$ cat src/rtl/seq_gen.sv
// Serial pattern generator: streams a latched word MSB-first, repeated rep+1 times,
// and counts overlapping "101" occurrences in the emitted burst.
module seq_gen #(
   parameter int W = 8
) (
   input  logic         clk,
   input  logic         rst,
   input  logic         start,
   input  logic [W-1:0] data,
   input  logic [4:0]   len,
   input  logic [3:0]   rep,
   output logic         x,
   output logic         x_vld,
   output logic         busy,
   output logic         done,
   output logic [4:0]   hits
);

   typedef enum logic [1:0] {
      IDLE  = 2'd0,
      SHIFT = 2'd1,
      DONE  = 2'd2
   } state_t;

   localparam logic [4:0] LEN_MAX = 5'(W);

   state_t       state_q, state_d;
   logic [W-1:0] pat_q, pat_d;
   logic [4:0]   len_q, len_d;
   logic [3:0]   rep_left_q, rep_left_d;
   logic [4:0]   idx_q, idx_d;
   logic [1:0]   hist_q, hist_d;
   logic [4:0]   hits_d;
   logic         x_d, x_vld_d, busy_d, done_d;

   logic [4:0]   len_eff;
   logic [W-1:0] shifted;

   // State, pattern bookkeeping and every output are registered together.
   always_ff @(posedge clk) begin
      if (rst) begin
         state_q    <= IDLE;
         pat_q      <= '0;
         len_q      <= '0;
         rep_left_q <= '0;
         idx_q      <= '0;
         hist_q     <= '0;
         hits       <= '0;
         x          <= 1'b0;
         x_vld      <= 1'b0;
         busy       <= 1'b0;
         done       <= 1'b0;
      end else begin
         state_q    <= state_d;
         pat_q      <= pat_d;
         len_q      <= len_d;
         rep_left_q <= rep_left_d;
         idx_q      <= idx_d;
         hist_q     <= hist_d;
         hits       <= hits_d;
         x          <= x_d;
         x_vld      <= x_vld_d;
         busy       <= busy_d;
         done       <= done_d;
      end
   end

   // Next-state and next-output logic; x/x_vld/busy/done default low so they only
   // assert for the state that is about to be entered.
   always_comb begin
      state_d    = state_q;
      pat_d      = pat_q;
      len_d      = len_q;
      rep_left_d = rep_left_q;
      idx_d      = idx_q;
      hist_d     = hist_q;
      hits_d     = hits;
      x_d        = 1'b0;
      x_vld_d    = 1'b0;
      busy_d     = 1'b0;
      done_d     = 1'b0;
      len_eff    = (len == 5'd0 || len > LEN_MAX) ? LEN_MAX : len;
      shifted    = '0;

      // The bit currently on x is scored here, so a hit shows up one cycle later.
      if (x_vld) begin
         hist_d = {hist_q[0], x};
         if (hist_q == 2'b10 && x && hits != 5'd31) begin
            hits_d = hits + 5'd1;
         end
      end

      case (state_q)
         IDLE: begin
            if (start) begin
               pat_d      = data;
               len_d      = len_eff;
               rep_left_d = rep;
               idx_d      = len_eff - 5'd1;
               shifted    = data >> (len_eff - 5'd1);
               x_d        = shifted[0];
               x_vld_d    = 1'b1;
               busy_d     = 1'b1;
               hits_d     = '0;
               hist_d     = '0;
               state_d    = SHIFT;
            end
         end
         SHIFT: begin
            if (idx_q != 5'd0) begin
               idx_d   = idx_q - 5'd1;
               shifted = pat_q >> (idx_q - 5'd1);
               x_d     = shifted[0];
               x_vld_d = 1'b1;
               busy_d  = 1'b1;
            end else if (rep_left_q != 4'd0) begin
               rep_left_d = rep_left_q - 4'd1;
               idx_d      = len_q - 5'd1;
               shifted    = pat_q >> (len_q - 5'd1);
               x_d        = shifted[0];
               x_vld_d    = 1'b1;
               busy_d     = 1'b1;
            end else begin
               done_d  = 1'b1;
               state_d = DONE;
            end
         end
         DONE: begin
            state_d = IDLE;
         end
         default: begin
            state_d = IDLE;
         end
      endcase
   end

endmodule

$ cat config.mk
export PLATFORM = sky130hd
export DESIGN_NAME = seq_gen
export DESIGN_NICKNAME = d
export VERILOG_FILES = /design/src/rtl/seq_gen.sv
export SDC_FILE = /design/constraint.sdc
export NUM_CORES = 1
export LEC_CHECK = 0
export BUFFER_PORTS_ARGS = -buffer_cell sky130_fd_sc_hd__buf_4
export CORE_AREA = 8 8 76 78
export DETAILED_ROUTE_END_ITERATION = 10
export DIE_AREA = 0 0 84 86
export PLACE_DENSITY = 0.65
export SYNTH_ARGS = -nofsm -noshare
export SYNTH_HDL_FRONTEND = slang
export SYNTH_SLANG_ARGS = --single-unit
$ cat constraint.sdc
create_clock -name clk -period 2.3 [get_ports clk]
set_input_delay 0.46 -clock clk [delete_from_list [all_inputs] [get_ports clk]]
set_output_delay 0.46 -clock clk [all_outputs]
set_load 0.005 [all_outputs]
; ---- Word level (Yosys, flattened, before mapping)
; Index checks and enable logic that the tools add are counted.
[word_totals]
out_inout_bits = 9
reg_bits = 34
inputBits = 20
[classes]
reduce_logical = 13
addsub = 5
n_eq_ne = 8
n_lt_le_gt_ge = 1
n_bitwise = 1
shifts = 3
n_mux = 29
[op_table]
columns = op, n
row1 = $mux W5, 8
row2 = $shr A8 B5 Y1, 3
row3 = $sub A5 B1 Y5 const B, 3
row4 = $mux W2, 6
row5 = $mux W4, 3
row6 = $pmux W5 S2, 1
row7 = $ne A2 B2 Y1 const B, 4
row8 = $pmux W4 S2, 1
row9 = $mux W1, 7
row10 = $reduce_and A3 Y1, 2
row11 = $add A5 B1 Y5 const B, 1
row12 = $gt A5 B4 Y1 const B, 1
row13 = $logic_not A5 Y1, 1
row14 = $ne A5 B5 Y1 const B, 1
row15 = $reduce_bool A5 Y1, 1
row16 = $pmux W1 S2, 2
row17 = $pmux W2 S2, 1
row18 = $reduce_and A4 Y1, 1
row19 = $reduce_bool A4 Y1, 1
row20 = $sub A4 B1 Y4 const B, 1
row21 = $ne A3 B3 Y1 const B, 1
row22 = $reduce_or A3 Y1, 1
row23 = $eq A2 B1 Y1 const B, 1
row24 = $eq A2 B2 Y1 const B, 1
row25 = 6 further kinds, 7

; ---- Logic depth before layout (Yosys ltp)
; Gate-level depths: netlist (run 1).
[logic_depth]
ltp_word = 7
ltp_mapped = 9

; ---- Worst setup path before layout (run 1)
; OpenSTA, ideal clock, no wires.
[synth_path]
path_kind = input -> register
start = in len[4]
end = reg x
required_time_ns = 2.180
slack_ns = 0.112
setup_ns = 0.120
path_buffers = 1
path_stages = 7
t_arrival_ns = 2.068
cell_sequence = or3b_1 ha_1 buf_2 xnor2_2 mux2i_1 a2111oi_2 a211o_1
[synth_between]
elab_chain_len = 7
word_cells_on_any_way = 8
cone_classes = 1 x add/sub / 1 x order compare / 1 x shift / 3 x mux / 2 x reduce/logical
[synth_lines]
columns = item, line_no
row1 = from (decl), 10  ; input logic [4:0] len,
row2 = $gt A5 B4 Y1 / $logic_not A5 Y1 (equally long branches), 82  ; len_eff = (len == 5'd0 || len > LEN_MAX) ? LEN_MAX : len;
row3 = $logic_or A1 B1 Y1, 82
row4 = $mux W5 *, 82
row5 = $sub A5 B1 Y5 *, 100  ; shifted = data >> (len_eff - 5'd1);
row6 = $shr A8 B5 Y1 *, 100
row7 = $mux W1 *, 95  ; if (start) begin
row8 = $pmux W1 S2 *, 93  ; case (state_q)
row9 = to (signal assigned), 49  ; x <= 1'b0;
row10 = to (signal assigned), 61  ; x <= x_d;
row11 = to (decl), 12  ; output logic x,
; Mark *: on every way between the ends. The rest lies on a longest branch, timed or not.
; A chain may end at the register's enable or synchronous reset.

; ---- Final worst setup path (run 1)
[layout_path]
start = reg len_q[0]
end = reg x
[layout_between]
elab_chain_len = 5
[layout_lines]
columns = item, line_no
row1 = from (decl), 29  ; logic [4:0] len_q, len_d;
row2 = from (signal assigned), 56  ; len_q <= len_d;
row3 = $sub A5 B1 Y5, 119  ; shifted = pat_q >> (len_q - 5'd1);
row4 = $shr A8 B5 Y1, 119
row5 = $mux W1, 116  ; end else if (rep_left_q != 4'd0) begin
row6 = $mux W1, 110  ; if (idx_q != 5'd0) begin
row7 = $pmux W1 S2, 93
; Every way passes these cells.

==> flow_metrics.env, run 1 <==
export IMPL_status="finished, final reports clean"
export IMPL_fillers=447
export IMPL_cp_arrival_ns=2.30
export IMPL_vias=1815
export IMPL_htreeDepth=2
export IMPL_irDropWorstVdd_v=0.000385
export IMPL_hold_depth=3
export IMPL_postSynthAreaPerCell_um2=8.06
export IMPL_syn_num_nets=272
export IMPL_cts_buffers=5
export IMPL_min_period_over_period_pct=92.1
export IMPL_final_max_slew_viol_count=0
export IMPL_ant_nets=0
export IMPL_crit_path_max_fanout=5
export IMPL_regToRegStartpoint="len_q[0]"
export IMPL_r2r_slack_ns=0.18
export IMPL_hold_class="input port to flip-flop"
export IMPL_wl_um=4860
export IMPL_die_y_um=86
export IMPL_syn_inst=246
export IMPL_syn_area_mm2=0.00198
export IMPL_end_kind="flip-flop"
export IMPL_worst_slew_margin_rel_pct=64.1
export IMPL_p_per_area_mw_per_mm2=1050
export IMPL_drc=0
export IMPL_synth_edf_count=0
export IMPL_cts_root_buf="clkbuf_8"
export IMPL_ys_seq_area_share_pct=34.3
export IMPL_fin_setup_tns_ns=0
export IMPL_hold_viol_final=0
export IMPL_yosysWarningCount=0
export IMPL_maxCapViolCount=0
export IMPL_synthArstFlopShare_pct=0
export IMPL_coreArea_mm2=0.00460
export IMPL_grt_max_degree=27
export IMPL_grt_pass1_vias=1833
export IMPL_whs_ns=0.430
export IMPL_worstMarginPinSlew_ns=0.538
export IMPL_required_ns=2.48
export IMPL_cts_sinks=34
export IMPL_globalRouteTotalUtil_pct=14.1
export IMPL_grt_pass1_wl_um=8490
export IMPL_viasPerCell=5.35
export IMPL_path_clk_slew_ns=0.07
export IMPL_rsz0062_at_grt="false"
export IMPL_row_count=25
export IMPL_avgRoutedWirePerCell_um=14.3
export IMPL_max_freq_ghz=0.472
export IMPL_ys_ff_latch=34
export IMPL_detailed_place_hpwl_um=3690
export IMPL_hold_start="data[5]"
export IMPL_ys_flop_type="dfxtp_1"
export IMPL_multi_input_area_mm2=0.00123
export IMPL_reg2reg_depth=7
export IMPL_start_util_pct=43.1
export IMPL_first_iter_violations=156
export IMPL_ios=29
export IMPL_yosysUniqueCellTypes=45
export IMPL_clk_path_buf_depth=2
export IMPL_first_pass_iters=4
export IMPL_antenna_cells=0
export IMPL_grt_overflow=0
export IMPL_leakage_nw=0.994
export IMPL_area_growth_pct=24.5
export IMPL_start_kind="flip-flop"
export IMPL_place_congestion=0.838
export IMPL_finalCriticalPeriod_ns=2.12
export IMPL_port_buffer_count=28
export IMPL_cp_startpoint="len_q[0]"
export IMPL_final_nets=310
export IMPL_die_x_um=84
export IMPL_final_seq_area_um2=681
export IMPL_worstSetupPathType="flip-flop to flip-flop"
export IMPL_clk_latency_ns=0.29
export IMPL_dieArea_mm2=0.00722
export IMPL_tritoncts="built"
export IMPL_final_setup_skew_ns=0.00588
export IMPL_setup_viol=0
export IMPL_drive_gt1_share_pct=22.1
export IMPL_antenna_found_initial=0
export IMPL_cts_setup_buffers=0
==> through the flow <==
stage                     area [um2]  instances  worst slack [ns]  utilization, %  total power, mW
after CTS                       2460        339            0.0526            53.5             2.61
after global placement          2320        331            0.0157            50.5             1.94
after floorplan                 1980        246             0.112               -             1.60
after global routing            2470        339            0.0626            53.7             2.80
final                           2470        339             0.181            53.7             2.60
after detailed placement        2320        331           -0.0204            50.5             1.95
==> layout by cell type, fill, tap and decap left out, types with 2 or more instances in the layout <==
cell        n
xnor2_1     3
xnor2_2     2
nand2b_1   12
nand2_1    38
mux4_2      4
a211oi_1    5
dfxtp_1    34
mux2i_1     6
nor4_1      4
nor2_1     26
bufinv_16   2
buf_4      43
and3_1      3
inv_1       8
o21ai_1     2
nand4_1     4
nor3b_1     4
clkbuf_8    5
a31oi_1     4
a21oi_1    24
nor2b_1     3
xor2_1      2
nand3_1     6
nor3_1      6
o21ai_0    10
ha_1        6
==> timing repair <==
action	4_1_cts	5_1_grt
setup endpoints to repair	0	1
gates resized for setup	0	1
hold buffers	0	0
==> flip-flops by register name (all words and copies together), names as in the netlist <==
register / flops
busy: 1
done: 1
hist_q: 2
hits: 5
idx_q: 5
len_q: 5
pat_q: 8
rep_left_q: 4
state_q: 2
x: 1
==> power by group <==
part           total, mW  leakage [nW]  switching, mW  internal (mW)
Clock              0.664        0.0683          0.229          0.434
Sequential         0.821         0.278          0.120          0.702
Combinational       1.12         0.647          0.591          0.526
==> worst paths after layout <==
check / endpoint
hold / removal: pat_q[5]
setup / recovery: x
setup reg to reg: x
hold reg to reg: pat_q[0]
==> layout make-up <==
cell class | count | share of cell area [%]
well taps | 54 | 2.74
clock buffers | 5 | 2.79
inverters | 8 | 1.22
repair buffers | 43 | 13.1
flip-flops and latches | 34 | 27.6
clock inverters | 3 | 2.79
multi-input cells | 192 | 49.8
==> kinds of logic (layout without fill, tap and decap cells) <==
kind of cell / count (synthesis) / count (layout) / share of synthesized area [%]
buffers and inverters: 20 / 59 / 4.04
flip-flops: 34 / 34 / 34.3
XOR/XNOR: 7 / 7 / 3.47
adder cells (fa/ha/maj): 6 / 6 / 3.79
AND/OR/NAND/NOR: 114 / 114 / 29.5
multiplexers: 10 / 10 / 7.57
AO/OA/AOI/OAI: 55 / 55 / 17.3
==> critical path, stage by stage (launching register included) <==
cell,delay [ns]
dfxtp_1,0.41
inv_1,0.10
ha_1,0.27
xnor2_2,0.27
mux4_2,0.56
nand4_1,0.09
a211oi_1,0.08
a211o_1,0.22
==> synth_stat cells (2+ instances only) <==
library cell | instances | area (um2)
nor4_1 | 4 | 25.0
a211oi_1 | 5 | 37.5
nand2b_1 | 12 | 75.1
ha_1 | 6 | 75.1
mux4_2 | 4 | 90.1
a21oi_1 | 24 | 120
xnor2_1 | 4 | 35.0
nor3_1 | 6 | 30.0
nor2b_1 | 3 | 18.8
nand4_1 | 4 | 25.0
and3_1 | 3 | 18.8
xor2_1 | 2 | 17.5
a31oi_1 | 4 | 25.0
nor3b_1 | 4 | 30.0
clkbuf_1 | 9 | 33.8
o21ai_1 | 2 | 10.0
dfxtp_1 | 34 | 681
nand3_1 | 6 | 30.0
mux2i_1 | 6 | 60.1
o21ai_0 | 10 | 50.1
nand2_1 | 38 | 143
inv_1 | 8 | 30.0
nor2_1 | 26 | 97.6
==> per-layer routing <==
metal  vias up  GRT usage (%)  routed length [um]
met5         -              0                   0
met4         0           4.08                  52
met3         5           4.36                 267
met2        42           23.6                2340
met1       820           16.9                2200
li1        948              -                   -
No activity file was read; power rests on OpenSTA's default activity.
==> inputs of run 2 (changes only) <==
--- a/config.mk
+++ b/config.mk
@@ -5,7 +5,7 @@
 export SDC_FILE = /design/constraint.sdc
 export NUM_CORES = 1
 export LEC_CHECK = 0
-export BUFFER_PORTS_ARGS = -buffer_cell sky130_fd_sc_hd__buf_4
+export BUFFER_PORTS_ARGS = -buffer_cell sky130_fd_sc_hd__buf_2
 export CORE_AREA = 8 8 76 78
 export DETAILED_ROUTE_END_ITERATION = 10
 export DIE_AREA = 0 0 84 86
==> flow_metrics.env, run 2 (synthesis results as in run 1) <==
export IMPL_avgRoutedWirePerCell_um=13.8
export IMPL_dieArea_mm2=0.00722
export IMPL_cts_sinks=34
export IMPL_fillers=442
export IMPL_slowest_delay_ns=0.54
export IMPL_min_period_over_period_pct=89.9
export IMPL_final_nets=309
export IMPL_critPathTopFamily="multiplexers"
export IMPL_maxCapViolCount=0
export IMPL_detailed_place_hpwl_um=3650
export IMPL_grt_overflow=0
export IMPL_grt_pass1_wl_um=8230
export IMPL_htreeDepth=2
export IMPL_hold_viol_final=0
export IMPL_final_max_slew_viol_count=0
export IMPL_cts_buffers=5
export IMPL_worst_slew_margin_rel_pct=68.8
export IMPL_top_register="pat_q"
export IMPL_whs_ns=0.433
export IMPL_start_kind="flip-flop"
export IMPL_coreArea_mm2=0.00460
export IMPL_largest_register_ff_count=8
export IMPL_cts_root_buf="clkbuf_8"
export IMPL_first_pass_iters=4
export IMPL_status="finished, final reports clean"
export IMPL_worstSetupPathType="flip-flop to flip-flop"
export IMPL_final_common_cell="nand2_1"
export IMPL_drive_gt1_share_pct=21.8
export IMPL_place_congestion=0.876
export IMPL_globalRouteTotalUtil_pct=13.7
export IMPL_layout_common_cells="nand2_1, dfxtp_1, buf_2, nor2_1, a21oi_1"
export IMPL_vias=1841
export IMPL_grt_max_degree=16
export IMPL_port_buffer_count=28
export IMPL_row_count=25
export IMPL_rsz0062_at_grt="false"
export IMPL_crit_slowest_cell="mux4_2"
export IMPL_clk_path_buf_depth=2
export IMPL_end_kind="flip-flop"
export IMPL_viasPerCell=5.45
export IMPL_irDropWorstVdd_v=0.000355
export IMPL_hold_class="input port to flip-flop"
export IMPL_max_freq_ghz=0.484
export IMPL_path_clk_slew_ns=0.07
export IMPL_ant_nets=0
export IMPL_tritoncts="built"
export IMPL_start_util_pct=43.1
export IMPL_finalCriticalPeriod_ns=2.07
export IMPL_setup_viol=0
export IMPL_wl_um=4680
export IMPL_worstMarginPinSlew_ns=0.467
export IMPL_path_buf_inv=1
export IMPL_die_y_um=86
export IMPL_grt_pass1_vias=1741
export IMPL_first_iter_violations=101
export IMPL_p_per_area_mw_per_mm2=1000
export IMPL_final_setup_skew_ns=0.00644
export IMPL_drc=0
export IMPL_clk_latency_ns=0.29
export IMPL_area_growth_pct=18.4
export IMPL_cp_cell_sequence="inv_1 > ha_1 > xnor2_2 > mux4_2 > nand4_1 > a211oi_1 > a211o_1"
export IMPL_place_ws_ns=-0.0224
export IMPL_crit_path_max_fanout=5
export IMPL_die_x_um=84
export IMPL_cp_arrival_ns=2.25
export IMPL_setup_ws_ns=0.232
export IMPL_ctsHoldBuffers=0
export IMPL_required_ns=2.48
export IMPL_ios=29
export IMPL_antenna_found_initial=0
export IMPL_antenna_cells=0
export IMPL_leakage_nw=0.951
[run 2: changes by cell type in the layout (fill, tap and decap cells not counted), sizes merged]
cell	before	now
clkbuf	5	6
clkinvlp	0	1
buf	43	42
bufinv	2	0
[run 2: metrics by stage]
step                TNS (ns)  util [%]  total power, mW  std cells  area (um2)
floorplan                  0         -             1.60        246        1980
global placement           0      48.8             1.89        330        2250
detailed placement   -0.0224      48.8             1.90        330        2250
CTS                        0      50.9             2.37        338        2340
global route               0      51.1             2.55        338        2350
finish                     0      51.1             2.35        338        2350
[run 2: final cells by class]
cell class | count | area, um2 | area share, %
Clock buffer | 6 | 82.6 | 3.52
Clock inverter | 2 | 12.5 | 0.533
Inverter | 8 | 30.0 | 1.28
Multi-Input combinational cell | 192 | 1230 | 52.4
Sequential cell | 34 | 681 | 29.0
Tap cell | 54 | 67.6 | 2.88
Timing Repair Buffer | 42 | 245 | 10.4
[run 2: what timing repair did]
| action | in CTS | in global routing |
|---|---|---|
| hold endpoints to repair | 0 | 0 |
| buffers inserted | 0 | 0 |
| setup endpoints to repair | 0 | 1 |
| gates resized for setup | 0 | 1 |
[run 2: per-layer routing]
metal / global-route usage [%] / wire, um / vias to the layer above
met2: 21.5 / 2180 / 42
met3: 4.27 / 263 / 9
met4: 5.65 / 76 / 0
met5: 0 / 0 / -
li1: - / - / 951
met1: 17.1 / 2150 / 839
[run 2: where the power goes]
part | total [mW] | internal [mW] | switching (mW)
Sequential | 0.821 | 0.702 | 0.119
Clock | 0.465 | 0.240 | 0.224
Combinational | 1.07 | 0.494 | 0.571
[run 2: worst register-to-register path, stage by stage, from the launching register on]
cell and delay (ns):
dfxtp_1 0.39, inv_1 0.11, ha_1 0.28, xnor2_2 0.25, mux4_2 0.54, nand4_1 0.08, a211oi_1 0.08, a211o_1 0.23
[run 2: final timing paths]
path	start	to	slack [ns]	cells past startpoint
worst min register to register	pat_q[2]	pat_q[2]	0.48	2
worst max-delay path	len_q[0]	x	0.23	7
worst max register to register	len_q[0]	x	0.23	7
worst min-delay path	data[5]	pat_q[5]	0.43	3
